--- src/rtl/seg7_pkg.sv ---
// Shared constants and types for the seven-segment scan driver.
package seg7_pkg;

  // Scan position 0..3, where 0 is the leftmost digit.
  typedef logic [1:0] idx_t;

  localparam logic [6:0] SEG_BLANK = 7'h7F;
  localparam logic [3:0] AN_OFF    = 4'b1111;

  // Active-low {g,f,e,d,c,b,a} patterns. Entry 0 is the rightmost element.
  localparam logic [15:0][6:0] HEX_SEG = {
    7'h0E, 7'h06, 7'h21, 7'h46, 7'h03, 7'h08, 7'h10, 7'h00,
    7'h78, 7'h02, 7'h12, 7'h19, 7'h30, 7'h24, 7'h79, 7'h40
  };

endpackage

--- src/rtl/seg7_decode.sv ---
// Combinational hex to active-low seven-segment decoder.
module seg7_decode
  import seg7_pkg::*;
(
  input  logic [3:0] hex_i,
  output logic [6:0] seg_o
);

  assign seg_o = HEX_SEG[hex_i];

endmodule

--- src/rtl/seg7_scan.sv ---
// Four-digit multiplexed common-anode display driver with frame snapshot,
// a blank gap at the start of each slot, and an optional blinking colon.
// The colon is built only when SEG7_COLON_BLINK_EN is defined. Otherwise dp
// is tied off and colon_tick is ignored.
module seg7_scan
  import seg7_pkg::*;
#(
  parameter int REFRESH_MAX  = 100000,
  parameter int BLANK_CYCLES = 16
) (
  input  logic       clk,
  input  logic       reset,
  input  logic [3:0] digit_0,
  input  logic [3:0] digit_1,
  input  logic [3:0] digit_2,
  input  logic [3:0] digit_3,
  input  logic       colon_tick,
  output logic [3:0] an,
  output logic [6:0] seg,
  output logic       dp
);

  localparam int CW = (REFRESH_MAX > 1) ? $clog2(REFRESH_MAX) : 1;

  logic [CW-1:0]   cnt_q, cnt_d;
  idx_t            idx_q, idx_d;
  logic [3:0][3:0] snap_q, snap_d;
  logic            prime_q;
  logic [3:0]      an_q, an_d;
  logic [6:0]      seg_q, seg_d;
  logic [6:0]      dec_seg;
  logic            wrap, frame_end, blank;

  assign wrap      = (cnt_q == CW'(REFRESH_MAX - 1));
  assign frame_end = wrap && (idx_q == 2'd3);
  assign blank     = (cnt_q < CW'(BLANK_CYCLES));

  seg7_decode u_dec (
    .hex_i (snap_q[idx_q]),
    .seg_o (dec_seg)
  );

  // Next-state: slot counter, scan index, snapshot at frame end or after reset,
  // and the registered display outputs.
  always_comb begin
    cnt_d  = wrap ? '0 : cnt_q + CW'(1);
    idx_d  = wrap ? idx_q + 2'd1 : idx_q;
    snap_d = snap_q;
    if (prime_q || frame_end) snap_d = {digit_3, digit_2, digit_1, digit_0};
    an_d   = AN_OFF;
    seg_d  = SEG_BLANK;
    if (!blank) begin
      an_d  = ~(4'b1000 >> idx_q);
      seg_d = dec_seg;
    end
  end

  // State and output registers.
  always_ff @(posedge clk) begin
    if (reset) begin
      cnt_q   <= '0;
      idx_q   <= '0;
      snap_q  <= '0;
      prime_q <= 1'b1;
      an_q    <= AN_OFF;
      seg_q   <= SEG_BLANK;
    end else begin
      cnt_q   <= cnt_d;
      idx_q   <= idx_d;
      snap_q  <= snap_d;
      prime_q <= 1'b0;
      an_q    <= an_d;
      seg_q   <= seg_d;
    end
  end

  assign an  = an_q;
  assign seg = seg_q;

`ifdef SEG7_COLON_BLINK_EN
  logic colon_q, colon_d;
  logic dp_q, dp_d;

  // Colon toggles on every tick. It is lit on the dp of the second digit, outside the gap.
  always_comb begin
    colon_d = colon_q ^ colon_tick;
    dp_d    = ~((idx_q == 2'd1) && !blank && colon_q);
  end

  // Colon state and registered dp.
  always_ff @(posedge clk) begin
    if (reset) begin
      colon_q <= 1'b1;
      dp_q    <= 1'b1;
    end else begin
      colon_q <= colon_d;
      dp_q    <= dp_d;
    end
  end

  assign dp = dp_q;
`else
  logic unused_colon_tick;
  assign unused_colon_tick = colon_tick;
  assign dp = 1'b1;
`endif

endmodule

--- config.mk ---
export PLATFORM = sky130hd
export DESIGN_NAME = seg7_scan
export DESIGN_NICKNAME = d
export VERILOG_FILES = /design/src/rtl/seg7_pkg.sv /design/src/rtl/seg7_decode.sv /design/src/rtl/seg7_scan.sv
export SDC_FILE = /design/constraint.sdc
export NUM_CORES = 1
export LEC_CHECK = 0
export ABC_AREA = 1
export CORE_ASPECT_RATIO = 0.8
export CORE_MARGIN = 10
export CORE_UTILIZATION = 57
export CTS_BUF_LIST = sky130_fd_sc_hd__clkbuf_8
export DETAILED_ROUTE_END_ITERATION = 10
export GPL_TIMING_DRIVEN = 0
export PLACE_DENSITY_LB_ADDON = 0.25
export SLEW_MARGIN = 10
export SYNTH_ARGS = -nofsm -noshare
export SYNTH_HDL_FRONTEND = slang
export SYNTH_SLANG_ARGS = --single-unit
--- constraint.sdc ---
create_clock -name clk -period 2.1 [get_ports clk]
set_clock_uncertainty 0.15 [all_clocks]
set_input_delay 0.63 -clock clk [delete_from_list [all_inputs] [get_ports clk]]
set_output_delay 0.63 -clock clk [all_outputs]
set_load 0.005 [all_outputs]
==> flow_summary_export.csv <==
group,metric,value,unit
worst_setup_path,critPathMaxStageDelay,0.54,ns
die,placementRows,20,
route,antenna_nets_post_route,0,
route,vias_per_cell,5.02,
synth,post_synth_num_cell_types,30,
cells_and_area,number_of_inserted_diodes,0,
cells_and_area,multi_input_area,0.00121,mm^2
synth,dominantRegCellSynth,"dfxtp_1",
timing,max_freq,0.524,GHz
cells_and_area,fraction_of_final_layout_cells_sized_beyond_drive_strength_1,11.3,%
route,detail_route.first_pass.iterations,4,
power_and_ir_drop,vdd.ir_drop.worst,402,uV
place,hpwl,3870,um
worst_setup_path,startpoint_type,"input port",
timing,period_minus_slack,1.91,ns
die,chip_width,92.2,um
synth,synth_enable_flop_cells,0,
route,wire_per_inst,12.3,um
run_status,status,"finished, final reports clean",
die,core_area,0.00390,mm^2
worst_setup_path,crit_path_top_delay_cell,"clkdlybuf4s50_1",
power_and_ir_drop,power.sequential.fraction,51.7,%
power_and_ir_drop,p_int,1390,uW
worst_setup_path,worstSetupEndpointType,"flop",
hold_path,worst_min_delay_path_class,"reg2reg",
grt,grt-busiest-layer,"met2",
synth,synth_async_sr_flop_share,0,%
clock_network,postCtsSetupRepairBufs,0,
power_and_ir_drop,total_power,1800,uW
timing,rsz0062_at_grt,"no",
cells_and_area,seqCellArea,943,um^2
timing,final_min_period_over_clock_period,91.0,%
clock_network,cts_root_buffer,"clkbuf_8",
die,floorplan.initialDensity,61.0,%
worst_setup_path,cp.arrival,1.96,ns
run,maxCapViolations,0,
grt,globalRouteMet1Util,19.1,%
power_and_ir_drop,combPwrFrac,10.2,%
clock_network,cts_tree,"done",
route,vias,2100,
power_and_ir_drop,powerDensity,633,mW/mm^2
clock_network,cts-root-to-sink-buffers,2,
route,drt_first_iter_violations,162,
route,drt_drc_violations_left,0,
power_and_ir_drop,netSwitchingPower,417,uW
die,fp.dieH,77.8,um
cells_and_area,final_core_utilization,73.0,%
worst_setup_path,crit_type,"in2reg",
synth,seq_area_frac_synth,39.5,%
synth,syn-mean-instance-area,7.28,um^2
grt,antenna_found_initial,0,
timing,final-max-slew-violation-count,0,
timing,setup_total_negative_slack,0,ns
die,floorplan.die_area,0.00718,mm^2
timing,final_count_of_negative_setup_slack_endpoints,0,
synth,area_of_the_mapped_netlist,0.00238,mm^2
place,buffer_ports.inserted,28,
clock_network,cts-htree-levels,2,
grt,grt_pass1_vias,1998,
cells_and_area,fillCellCount,342,
grt,grt_use_total,14.9,%
grt,grt_use_met3,5.00,%
power_and_ir_drop,sw_frac_of_total,23.1,%
clock_network,cts_sinks,47,
power_and_ir_drop,share_clk_of_total_power,38.1,%
synth,synthesis.yosys.warnings,0,
clock_network,worst_skew_pair.late_latency,0.30,ns
grt,grt_max_degree,15,
clock_network,cts_bufs_inserted,5,
route,drt_wl_total,5160,um
grt,global_route.usage.met2,22.7,%
worst_setup_path,critPathRequiredTime,2.15,ns
die,ioPinCount,31,
cells_and_area,area_growth_synth_to_finish,19.7,%
synth,ys_seq_elements,47,
grt,globalRoute.totalOverflow,0,
place,gp_congestion,0.870,
worst_setup_path,path_max_fanout,10,
cells_and_area,num-nets-final,392,
grt,grt_first_pass_wirelength,8940,um
synth,postSynthNetCount,357,
clock_network,cts.clk_slew.worst_paths,0.08,ns
worst_setup_path,critical_path.cell_chain,"clkdlybuf4s50_1, clkinv_1, nand2_2, buf_6, nor2_1",
power_and_ir_drop,leakagePower,0.00122,uW
synth,post_synth_inst_count,327,
timing,final_hold_viol_count,0,
[flip-flops by register name, indices dropped and copies added (netlist names)]
name,flops
idx_q,2
cnt_q,17
snap_q,16
prime_q,1
seg,7
an,4
[power by group through the flow]
stage | sequential, uW | combinational [uW] | clock [uW]
6_report | 932 | 184 | 687
5_1_grt | 936 | 210 | 736
4_1_cts | 932 | 180 | 692
3_5_place_dp | 953 | 179 | 0
3_3_place_gp | 952 | 173 | 0
2_1_floorplan | 949 | 120 | 0
[worst paths after layout]
check	slack [ns]	startpoint	endpoint	depth (start not counted)
worst max-delay path	0.19	reset	cnt_q[7]	5
worst min register to register	0.31	cnt_q[0]	cnt_q[0]	1
worst min-delay path	0.31	cnt_q[0]	cnt_q[0]	1
worst max register to register	0.22	idx_q[0]	seg[3]	10
[cell usage in the layout, fill, tap and decap left out, types with 2 or more instances in the layout]
cell	count
nand3_2	7
nand2_2	4
nand2_1	71
clkdlybuf4s50_1	28
nand4_1	3
inv_1	35
buf_4	3
dfxtp_1	45
ha_1	11
dfxtp_2	2
xnor2_1	2
buf_2	3
nor2_2	4
xor2_1	6
nor2_1	42
clkbuf_8	6
o21ai_1	4
buf_6	4
a21oi_1	24
nor3_1	2
inv_2	2
o21ai_0	6
nand3_1	36
[worst max-delay path: cells and delay by family]
kind | cells | cell delay, ns
buffers and inverters | 3 | 1.00
and+or+nand+nor | 2 | 0.34
[routing by layer]
metal,vias to the layer above,routed length [um]
met5,-,0
met4,0,65
met3,7,353
met2,52,2260
met1,938,2490
li1,1103,-
[kinds of logic after synthesis]
| family | share of synthesized area (%) |
|---|---|
| buffers and inverters | 9.62 |
| xor gates and xnor gates | 2.94 |
| AOI/OAI and AO/OA | 8.10 |
| adders and majority gates | 5.78 |
| other | 0.158 |
| and+or+nand+nor | 33.9 |
| DFF | 39.5 |
[layout make-up]
| class | count | area share, % |
|---|---|---|
| timing repair buffer | 28 | 9.84 |
| multi-input combinational | 231 | 42.5 |
| buffer | 11 | 3.03 |
| inverter | 38 | 5.01 |
| clock inverter | 2 | 1.23 |
| clock buffer | 6 | 2.90 |
| sequential | 47 | 33.1 |
| tap | 55 | 2.42 |
[cells in the mapped netlist, types with 2 or more instances]
cell / n / area share (%)
buf_4: 3 / 0.95
nor2_1: 42 / 6.6
nand3_2: 7 / 2.9
nand4_1: 3 / 0.79
a21oi_1: 24 / 5.0
xor2_1: 6 / 2.2
dfxtp_1: 47 / 40
nor3_1: 2 / 0.42
o21ai_0: 10 / 2.1
inv_2: 2 / 0.32
nand2_1: 71 / 11
buf_2: 3 / 0.63
ha_1: 11 / 5.8
buf_6: 4 / 1.9
nor2_2: 4 / 1.1
nand2_2: 4 / 1.1
xnor2_1: 2 / 0.74
nand3_1: 36 / 7.6
inv_1: 35 / 5.5
[through the flow]
step / area, um^2 / hold slack, ns / worst slack, ns / instances
2_1_floorplan: 2380 / 0.279 / 0.388 / 327
3_3_place_gp: 2730 / 0.287 / -0.102 / 410
6_report: 2850 / 0.312 / 0.190 / 418
5_1_grt: 2850 / 0.354 / 0.0324 / 418
3_5_place_dp: 2730 / 0.303 / -0.113 / 410
4_1_cts: 2850 / 0.318 / 0.0956 / 418
[repair_timing]
action | CTS | global route
resized for setup | 0 | 6
endpoints found under the setup margin | 0 | 4
hold buffers | 0 | 0
No activity file was read; power rests on OpenSTA's default activity.
